**src/rtl/ex_mem_register.sv**
```systemverilog
// ex_mem_register: EX -> MEM pipeline register.
// Holds the ALU result, store data, memory/writeback controls and destination
// register of one instruction. It uses valid/ready handshakes on both sides,
// supports a synchronous flush, and exposes a forwarding tap for EX operand
// bypass.
//
// Optional feature: define EX_MEM_SKID_EN to add a second (skid) entry.
// ex_ready then comes straight from a flop and has no combinational path
// from mem_ready. With the macro undefined the register holds a single entry.
module ex_mem_register #(
    parameter int DATA_W     = 16,
    parameter int REG_ADDR_W = 3
) (
    input  logic                  clk,
    input  logic                  rst_n,
    input  logic                  flush,
    input  logic                  ex_valid,
    output logic                  ex_ready,
    input  logic [DATA_W-1:0]     ex_alu_data,
    input  logic [DATA_W-1:0]     ex_write_data,
    input  logic                  ex_mem_read,
    input  logic                  ex_mem_write,
    input  logic                  ex_mem_to_reg,
    input  logic                  ex_reg_write,
    input  logic [REG_ADDR_W-1:0] ex_rd,
    output logic                  mem_valid,
    input  logic                  mem_ready,
    output logic                  mem_read,
    output logic                  mem_write,
    output logic                  mem_to_reg,
    output logic                  reg_write,
    output logic [DATA_W-1:0]     read_add,
    output logic [DATA_W-1:0]     write_data,
    output logic [DATA_W-1:0]     alu_data,
    output logic [REG_ADDR_W-1:0] rd,
    output logic                  fwd_valid,
    output logic [REG_ADDR_W-1:0] fwd_rd,
    output logic [DATA_W-1:0]     fwd_data
);

    typedef struct packed {
        logic [DATA_W-1:0]     alu;
        logic [DATA_W-1:0]     wd;
        logic                  mem_read;
        logic                  mem_write;
        logic                  mem_to_reg;
        logic                  reg_write;
        logic [REG_ADDR_W-1:0] rd;
    } entry_t;

    entry_t w_in;
    entry_t r_main;
    logic   r_main_valid;
    logic   w_accept;
    logic   w_drain;

    // Incoming EX fields, bundled so entries move as one unit
    always_comb begin
        w_in            = '0;
        w_in.alu        = ex_alu_data;
        w_in.wd         = ex_write_data;
        w_in.mem_read   = ex_mem_read;
        w_in.mem_write  = ex_mem_write;
        w_in.mem_to_reg = ex_mem_to_reg;
        w_in.reg_write  = ex_reg_write;
        w_in.rd         = ex_rd;
    end

    assign w_drain = r_main_valid & mem_ready;

`ifdef EX_MEM_SKID_EN
    entry_t r_skid;
    logic   r_skid_valid;

    // Ready depends only on skid occupancy, so the upstream timing path is a
    // single flop.
    assign ex_ready = !r_skid_valid;
    assign w_accept = ex_valid & !r_skid_valid;

    // Two-entry FIFO. Main is the output entry and skid catches one
    // instruction that arrives while main is stalled.
    always_ff @(posedge clk) begin
        if (!rst_n) begin
            r_main       <= '0;
            r_main_valid <= 1'b0;
            r_skid       <= '0;
            r_skid_valid <= 1'b0;
        end else if (flush) begin
            // Squash both entries. Data may stay stale because every
            // consumer-visible control is gated by valid.
            r_main_valid <= 1'b0;
            r_skid_valid <= 1'b0;
        end else if (r_main_valid) begin
            if (w_drain) begin
                if (r_skid_valid) begin
                    r_main       <= r_skid;
                    r_skid_valid <= 1'b0;
                end else if (w_accept) begin
                    r_main <= w_in;
                end else begin
                    r_main_valid <= 1'b0;
                end
            end else if (w_accept) begin
                r_skid       <= w_in;
                r_skid_valid <= 1'b1;
            end
        end else if (w_accept) begin
            r_main       <= w_in;
            r_main_valid <= 1'b1;
        end
    end
`else
    // A new entry fits when the register is empty or is emptying this cycle.
    assign ex_ready = !r_main_valid | mem_ready;
    assign w_accept = ex_valid & ex_ready;

    // Single-entry register. Flush beats accept and drain.
    always_ff @(posedge clk) begin
        if (!rst_n) begin
            r_main       <= '0;
            r_main_valid <= 1'b0;
        end else if (flush) begin
            r_main_valid <= 1'b0;
        end else if (w_accept) begin
            r_main       <= w_in;
            r_main_valid <= 1'b1;
        end else if (w_drain) begin
            r_main_valid <= 1'b0;
        end
    end
`endif

    // Controls that touch memory or the register file are qualified by
    // valid, so a bubble is harmless.
    logic [2:0] w_ctrl_raw;
    logic [2:0] w_ctrl_gated;
    assign w_ctrl_raw = {r_main.mem_read, r_main.mem_write, r_main.reg_write};

    generate
        for (genvar gi = 0; gi < 3; gi++) begin : g_gate
            assign w_ctrl_gated[gi] = w_ctrl_raw[gi] & r_main_valid;
        end
    endgenerate

    assign mem_valid  = r_main_valid;
    assign mem_read   = w_ctrl_gated[2];
    assign mem_write  = w_ctrl_gated[1];
    assign reg_write  = w_ctrl_gated[0];
    assign mem_to_reg = r_main.mem_to_reg;
    assign read_add   = r_main.alu;
    assign alu_data   = r_main.alu;
    assign write_data = r_main.wd;
    assign rd         = r_main.rd;

    // Only ALU results can be bypassed. A load's value is not known yet.
    assign fwd_valid = w_ctrl_gated[0] & !r_main.mem_to_reg;
    assign fwd_rd    = r_main.rd;
    assign fwd_data  = r_main.alu;

endmodule
```
**config.mk**
```make
export PLATFORM = sky130hd
export DESIGN_NAME = ex_mem_register
export DESIGN_NICKNAME = d
export VERILOG_FILES = /design/src/rtl/ex_mem_register.sv
export SDC_FILE = /design/constraint.sdc
export NUM_CORES = 1
export LEC_CHECK = 0
export ABC_CLOCK_PERIOD_IN_PS = 1700
export CORE_MARGIN = 3
export CORE_UTILIZATION = 38
export DETAILED_ROUTE_END_ITERATION = 6
export PLACE_DENSITY_LB_ADDON = 0.3
export SLEW_MARGIN = 20
export SYNTH_ARGS = -nofsm -noshare
export SYNTH_HDL_FRONTEND = slang
export SYNTH_SLANG_ARGS = --single-unit
```
**constraint.sdc**
```tcl
create_clock -name clk -period 1.7 [get_ports clk]
set_clock_uncertainty 0.15 [all_clocks]
set_input_delay 0.34 -clock clk [delete_from_list [all_inputs] [get_ports clk]]
set_output_delay 0.34 -clock clk [all_outputs]
set_load 0.1 [all_outputs]
```
==> results.toml <==
[floorplan]
rows = 26
die_h_um = 81.1
die-width_um = 81.1
start_util = 0.406
num_io_pins = 121
dieArea_mm2 = 0.00657
fp.coreArea_mm2 = 0.00527

[detailed_routing]
via_per_inst = 4.40
wl_per_cell_um = 13.8
ant_nets = 0
dr.pass1.iters = 4
wl_mm = 5.10
vias = 1624
drt_iter0_markers = 85
drc = 0

[finish]
final_area_mm2 = 0.00379
multi_input_area_um2 = 764
syn_to_final_growth_pct = 77.3
fin_nets = 342
utilization = 0.720
fill_cells = 364
drive_gt1_frac = 0.324
seq_area_um2 = 805
diodes = 0

[global_route]
grt_usage = 0.156
grt_overflow = 0
grt_max_degree = 80
grt_pass1_vias = 1642
grt_pass1_wl_mm = 7.95
antenna_found_initial = 0

[synthesis]
synth_edf_count = 0
synth.yosys.seq_area_share = 0.374
ys_ff_latch = 40
syn_area_per_cell_um2 = 8.60
yosysMostFrequentCell = "nand2_1"
ys.flop_type = "dfxtp_1"
synth_area_leader_cell = "dfxtp_1"
synth_area_mm2 = 0.00214
syn_inst = 249
synth_cell_type_count = 14
asyncSetResetFlopFracSynth = 0
syn_nets = 293
synth_commonest_cells = "78 x nand2_1, 71 x buf_4, 40 x dfxtp_1"
netlist.area_leader.share = 0.374
yosys_warnings = 0
synthTopCellsByArea = "dfxtp_1 37%, buf_4 25%, mux2i_1 18%, nand2_1 14%, clkbuf_1 1.2%"

[critical_path]
cp_data_required_time_ps = 1210
worstSetupPathType = "register to output port"
worstSetupEndpointType = "output port"
crit_path_max_incr_delay_ps = 370
r2r-start = "mem_valid$_SDFFE_PP0P_"
path_cells = "and2_4, nor2b_4, buf_12"
startpoint_type = "register"
crit_path_max_fanout = 4
worst-endpoint-arrival_ps = 1160
reg2regPathDepth = 4
reg2reg_to = "alu_data[3]$_SDFFE_PN0P_"
critPathSlowestCell = "dfxtp_4"
r2r_slack_ps = 230

[placed_design]
portBuffers = 120
gp_congestion = 0.652
dpl.hpwl_mm = 4.02
dpl-instance-area_mm2 = 0.00369

[clock_network]
cts_hold_buf = 0
cts_made_buffers = 5
clk_latency_ps = 280
clk_pin_slew_worst_paths_ps = 70
clock_sinks = 40
htree_levels = 2
root_buffer = "clkbuf_8"
clk_path_buf_depth = 2
cts_tree = "yes"

[run_status]
status = "finished, final reports clean"

[timing]
period_share = 0.970
slew-limit-headroom = 0.758
rsz0062_at_grt = "no"
maxSlewViolCount = 0
setup_viol = 0
hold_ws_ps = 293
max_slew.worst_pin.slew_ps = 363
layout_min_cycle_time_ps = 1650
hold_viol = 0
fin_tns_setup_ps = 0
fmax_ghz = 0.607

[hold_path]
min_from = "mem_ready"
worstHoldPathCells = 4
min_delay_worst_endpoint = "mem_valid$_SDFFE_PP0P_"
min_path_type = "input pin to register"

[power]
power_mw = 2.96
p_per_area_mw_per_mm2 = 780
leakage_nw = 1.53
ir_drop_uv = 450

[job]
max_cap_violations = 0
cell type report:
class / instances / share of cell area
Multi-Input combinational cell: 125 / 0.201
Inverter: 1 / 0.000989
Tap cell: 70 / 0.0231
Timing Repair Buffer: 125 / 0.539
Sequential cell: 40 / 0.212
Clock buffer: 8 / 0.0237
stage by stage:
step                      std cells  setup slack [ps]
final                           369              51.5
after global routing            369              14.2
after CTS                       367             0.988
after detailed placement        359              -208
after global placement          359              -122
after floorplan                 249              -309
cell families (layout without fill, tap and decap cells):
group                  after synthesis  after routing  share of synthesized area
AND/OR/NAND/NOR                     86             86                      0.166
multiplexers                        39             39                      0.182
flip-flops                          40             40                      0.374
buffers and inverters               84            134                      0.278
worst max path at each step:
stage / start / endpoint / slack (ps) / cells after the start
CTS: mem_ready / ex_ready / 1 / 4
global placement: mem_ready / write_data[8]$_SDFFE_PN0P_ / -120 / 5
floorplan: mem_valid$_SDFFE_PP0P_ / fwd_valid / -310 / 2
finish: mem_valid$_SDFFE_PP0P_ / fwd_valid / 50 / 3
global route: mem_valid$_SDFFE_PP0P_ / fwd_valid / 10 / 3
detailed placement: mem_ready / alu_data[3]$_SDFFE_PN0P_ / -210 / 5
power breakdown:
group	leakage, nW	internal [mW]	total (mW)	switching, mW
Clock	0.0455	0.331	0.627	0.296
Combinational	1.16	0.478	1.26	0.786
Sequential	0.328	0.985	1.07	0.0838
Total	1.53	1.79	2.96	1.17
critical path: cells and delay by family (launching register included):
family | cells | cell delay, ps
buf+inv | 1 | 180
flops | 1 | 370
simple gates | 2 | 330
metal layers:
layer	GRT usage	share of wire	vias to the layer above
li1	-	-	804
met1	0.177	0.39	744
met2	0.283	0.51	74
met3	0.0554	0.093	2
met4	0.0253	0.0024	0
met5	0	0	-
timing repair:
| item | 4_1_cts | 5_1_grt |
|---|---|---|
| setup endpoints to repair | 1 | 2 |
| cloned | 0 | 0 |
| buffers inserted | 0 | 2 |
| resized for setup | 1 | 1 |
| pin swaps | 0 | 0 |
| hold endpoints to repair | 0 | 0 |
placed cells by master, fill, tap and decap left out, drive strengths merged:
cell and count:
and2 3, buf 83, clkbuf 8, clkdlybuf4s50 41, dfxtp 40, dlymetal6s2s 1
inv 1, mux2i 39, nand2 78, nor2 1, nor2b 2, nor3b 2
Note: power is estimated with default switching activity, not from simulation.
==> edit 1: new RTL, same flow settings <==
Build with the macro `EX_MEM_SKID_EN` defined.
--- a/src/rtl/ex_mem_register.sv
+++ b/src/rtl/ex_mem_register.sv
@@ -7,6 +7,8 @@
 // Optional feature: define EX_MEM_SKID_EN to add a second (skid) entry.
 // ex_ready then comes straight from a flop and has no combinational path
 // from mem_ready. With the macro undefined the register holds a single entry.
+`define EX_MEM_SKID_EN
+
 module ex_mem_register #(
     parameter int DATA_W     = 16,
     parameter int REG_ADDR_W = 3
Formal check against the unedited RTL: not equivalent (Yosys sat finds a counterexample within 4 cycles, from zero or initial values and one cycle with rst_n low).
==> edit 1 against the original RTL <==
Global-route usage up 3.7 points. Worst setup slack worse by 0.044 ns. Synthesized area up 94%. Cell area up 61%. Sequential cell count up 40. Total power up 78%. Hold slack worse by 0.069 ns. Wire length up 130%. Final cell count up 84%. Critical endpoint unchanged. Largest power group is now sequential cells.
==> edit 1: results (changes against the original RTL) <==
Outcome
Result of the run: finished clean (unchanged).

Drt
The detailed-routing iteration count for the pre-antenna-repair pass is 5 (was 4). The number of design-rule violations left by the first detailed-router iteration is 200 (was 85). The mean routed wirelength per cell was 17.56 um (was 13.82 um).

The total number of vias was 3769 (was 1624).

Final layout
The filler cell count came to 890 (was 364). The layout cell share with drive strength beyond 1 is 0.3303 (was 0.3244). The net total in the final layout is 583 (was 342).

GRT
The via count of the first global-routing pass came to 3712 (was 1642). The wire length of the first global-routing pass was 19.29 mm (was 7.948 mm). The global-route usage over all layers is 0.1931 (was 0.1557). The pin count of the biggest net entering global routing is 37 (was 80).

Placed design
The weighted congestion at the end of routability-driven global placement is 0.8149 (was 0.6523). The post-DP HPWL came to 7.893 mm (was 4.024 mm).

Logic synthesis
The sequential fraction of the synthesis area came to 0.3865 (was 0.3741). The count of different cell masters after synthesis came to 22 (was 14). The number of enable-type register cells in the synthesized netlist is 0 (unchanged). Leading cell types by count after synthesis: 80 x sky130_fd_sc_hd__dfxtp_1, 73 x sky130_fd_sc_hd__buf_4, 43 x sky130_fd_sc_hd__inv_1, 41 x sky130_fd_sc_hd__a21oi_1, 40 x sky130_fd_sc_hd__o21ai_0 (was 78 x sky130_fd_sc_hd__nand2_1, 71 x sky130_fd_sc_hd__buf_4, 40 x sky130_fd_sc_hd__dfxtp_1, 39 x sky130_fd_sc_hd__mux2i_1, 7 x sky130_fd_sc_hd__clkbuf_1). The share of flip-flops with an asynchronous set or reset after synthesis is 0 (unchanged). The net count after synthesis is 538 (was 293).

Ranking of synthesized cells by area: sky130_fd_sc_hd__dfxtp_1 39%, sky130_fd_sc_hd__buf_4 13%, sky130_fd_sc_hd__o221a_2 11% (was sky130_fd_sc_hd__dfxtp_1 37%, sky130_fd_sc_hd__buf_4 25%, sky130_fd_sc_hd__mux2i_1 18%).

CTS
The level count of the clock H-tree is 3 (was 2). The number of clock buffers inserted by TritonCTS is 9 (was 5). The clock latency reported for the late side of the worst-skew pair came to 0.36 ns (was 0.28 ns).

Pwr
The maximum VDD drop is 517.3 uV (was 450.0 uV). The reported leakage power is 2.231 nW (was 1.530 nW).

Setup path
The start point of the critical path is mem_valid (unchanged). The critical path data arrival time is 1.20 ns (was 1.16 ns). The highest net fanout along the worst path was 2 (was 4).

Timing
The actual transition at the worst max-transition pin is 0.4619 ns (was 0.3632 ns).

Min path
The launch instance of the worst min-delay path is ex_valid (was mem_ready). The type of the tightest min-delay check is in -> reg (unchanged).
==> edit 1: stage by stage <==
step / setup TNS, ns / area (sq um) / std cells / hold WS, ns / setup slack (ns)
after floorplan: -0.8028 / 4182 / 494 / 0.2887 / -0.5733
after global placement: -16.70 / 5791 / 652 / 0.3101 / -0.2333
after detailed placement: -19.16 / 5791 / 652 / 0.3176 / -0.3053
after CTS: -0.01828 / 6088 / 673 / 0.2014 / -0.01828
after global routing: -0.04263 / 6126 / 678 / 0.2403 / -0.04263
final: 0 / 6126 / 678 / 0.2237 / 0.007135
==> edit 1: cell families (layout without fill, tap and decap cells) <==
group,Yosys count,after routing,share of synthesized area
AOI/OAI and AO/OA,162,162,0.2935
buffers and inverters,165,213,0.2225
DFF,80,80,0.3865
and+or+nand+nor,87,87,0.09753
==> edit 1: repair_timing <==
item | in CTS | in global routing
endpoints found under the setup margin | 6 | 5
gates resized for setup | 4 | 1
setup buffers | 5 | 5
pin swaps | 0 | 0
cloned | 2 | 0
==> edit 1: layout make-up <==
| class | instances | area share |
|---|---|---|
| timing repair buffer | 156 | 0.3846 |
| multi-input combinational | 249 | 0.2696 |
| sequential | 80 | 0.2627 |
| tap | 136 | 0.02778 |
| inverter | 43 | 0.02696 |
| clock buffer | 9 | 0.02022 |
| clock inverter | 5 | 0.008170 |
==> edit 1: final timing paths <==
check | to | depth (start not counted) | slack [ns]
worst max register to register | write_data[5] | 5 | 0.06
worst max-delay path | fwd_valid | 3 | 0.007
worst min register to register | r_skid[10] | 2 | 0.33
worst min-delay path | mem_valid | 3 | 0.22
==> edit 1: routing by layer <==
metal,global-route usage,share of wire
met1,0.2294,0.40
met2,0.3410,0.52
met3,0.04329,0.070
met4,0.06732,0.014
met5,0,0
==> edit 1: where the power goes <==
group	switching (W)	internal, W	total (W)
Clock	0.000670	0.000652	0.00132
Combinational	0.00118	0.000689	0.00187
Sequential	0.000122	0.00195	0.00207
Total	0.00197	0.00329	0.00526
==> edit 1: worst min-delay path: stages <==
cell and delay, ns:
sky130_fd_sc_hd__buf_2 0.13, sky130_fd_sc_hd__nand2b_1 0.15, sky130_fd_sc_hd__a21oi_1 0.08
==> edit 2: new RTL, config.mk and constraints unchanged <==
Made on the original files. Change the parameter `REG_ADDR_W` from 3 to 4.
--- a/src/rtl/ex_mem_register.sv
+++ b/src/rtl/ex_mem_register.sv
@@ -9,7 +9,7 @@
 // from mem_ready. With the macro undefined the register holds a single entry.
 module ex_mem_register #(
     parameter int DATA_W     = 16,
-    parameter int REG_ADDR_W = 3
+    parameter int REG_ADDR_W = 4
 ) (
     input  logic                  clk,
     input  logic                  rst_n,
Interface: changed (resized ex_rd, fwd_rd and rd); port bits go from 121 to 124. No check against the original RTL was run, so the function may have changed too.
==> edit 2 against the original RTL <==
Cell area rose by 2.1%. Register-to-register slack got worse by 0.13 ns. Worst setup slack improved by 0.024 ns. Sequential cell count rose by 1. Total power rose by 0.54%. Synthesized area rose by 4.3%. Combinational power rose by 3%. Critical path depth did not move. Wire length rose by 1.8%. Critical path type unchanged. Largest cell class unchanged.
==> edit 2: results (changes against the original RTL) <==
Placed design
The weighted congestion at the end of routability-driven global placement is 0.6704 (was 0.6523). The post-DP HPWL is 4.103 mm (was 4.024 mm). The setup slack at placement is -0.2102 ns (was -0.2077 ns). The total placed cells including tap cells was 369 (was 359). The cell area reported after detailed placement is 3785 sq um (was 3687 sq um).

GRT
The wire length of the first global-routing pass is 7.534 mm (was 7.948 mm). The global-route usage over all layers is 0.1433 (was 0.1557). The via count of the first global-routing pass came to 1560 (was 1642).

Setup path
The highest net fanout along the worst path was 3 (was 4). The reg-to-reg setup timing slack was 0.10 ns (was 0.23 ns). The peak per-stage delay on the critical path is 0.35 ns (was 0.37 ns). The worst-case reg-to-reg path depth was 5 (was 4).

Min path
The end of the worst hold path is r_main[7] (was mem_valid). The type of the tightest min-delay check is reg -> reg (was in -> reg). The launch instance of the worst min-delay path is r_main[7] (was mem_ready).

Pwr
The combinational power is 0.00130 W (was 0.00126 W). The internal power consumption is 0.001779 W (was 0.001794 W). The reported leakage power is 1.559 nW (was 1.530 nW). The maximum VDD drop was 449.2 uV (was 450.0 uV).

The total power draw is 0.002976 W (was 0.002960 W).

Final layout
The post-route non-filler standard cell count is 378 (was 369). The net total in the final layout came to 351 (was 342). The layout cell share with drive strength beyond 1 is 0.3268 (was 0.3244).

The filler cell count came to 402 (was 364).

Logic synthesis
Ranking of synthesized cells by area: sky130_fd_sc_hd__dfxtp_1 37%, sky130_fd_sc_hd__buf_4 24%, sky130_fd_sc_hd__mux2i_1 18% (was sky130_fd_sc_hd__dfxtp_1 37%, sky130_fd_sc_hd__buf_4 25%, sky130_fd_sc_hd__mux2i_1 18%). The post-synthesis instance total is 255 (was 249). The sequential fraction of the synthesis area was 0.3675 (was 0.3741). The net count after synthesis is 300 (was 293). The post-synthesis mux area share came to 0.1793 (was 0.1823).

Timing
The actual transition at the worst max-transition pin came to 0.3582 ns (was 0.3632 ns). The final-layout worst hold slack is 0.3127 ns (was 0.2925 ns).

Drt
The number of design-rule violations left by the first detailed-router iteration is 86 (was 85). The mean routed wirelength per cell was 13.73 um (was 13.82 um). The detailed-routing iteration count for the pre-antenna-repair pass is 3 (was 4).

Outcome
Result of the run: finished clean (unchanged).

CTS
The buffer count from post-CTS setup fixing is 1 (was 0).

Die
The placement row count is 27 (was 26).
## edit 2: metal layers
layer,wire length [um],vias up,GRT usage
met4,41,0,0.04085
met2,2643,73,0.2492
li1,-,831,-
met1,2011,761,0.1685
met3,493,4,0.04555
met5,0,-,0
## edit 2: worst max path at each step
stage | end | startpoint | slack, ns
floorplan | fwd_valid | mem_valid | -0.31
global placement | write_data[3] | mem_ready | -0.13
detailed placement | write_data[13] | mem_ready | -0.21
CTS | ex_ready | mem_valid | 0.01
global route | fwd_valid | mem_valid | 0.03
finish | mem_read | mem_valid | 0.08
## edit 2: area by class of cell
class | instances | share of cell area
Multi-Input combinational cell | 128 | 0.2017
Clock inverter | 1 | 0.001291
Clock buffer | 6 | 0.01872
Inverter | 1 | 0.0009684
Sequential cell | 41 | 0.2127
Timing Repair Buffer | 129 | 0.5413
Tap cell | 72 | 0.02324
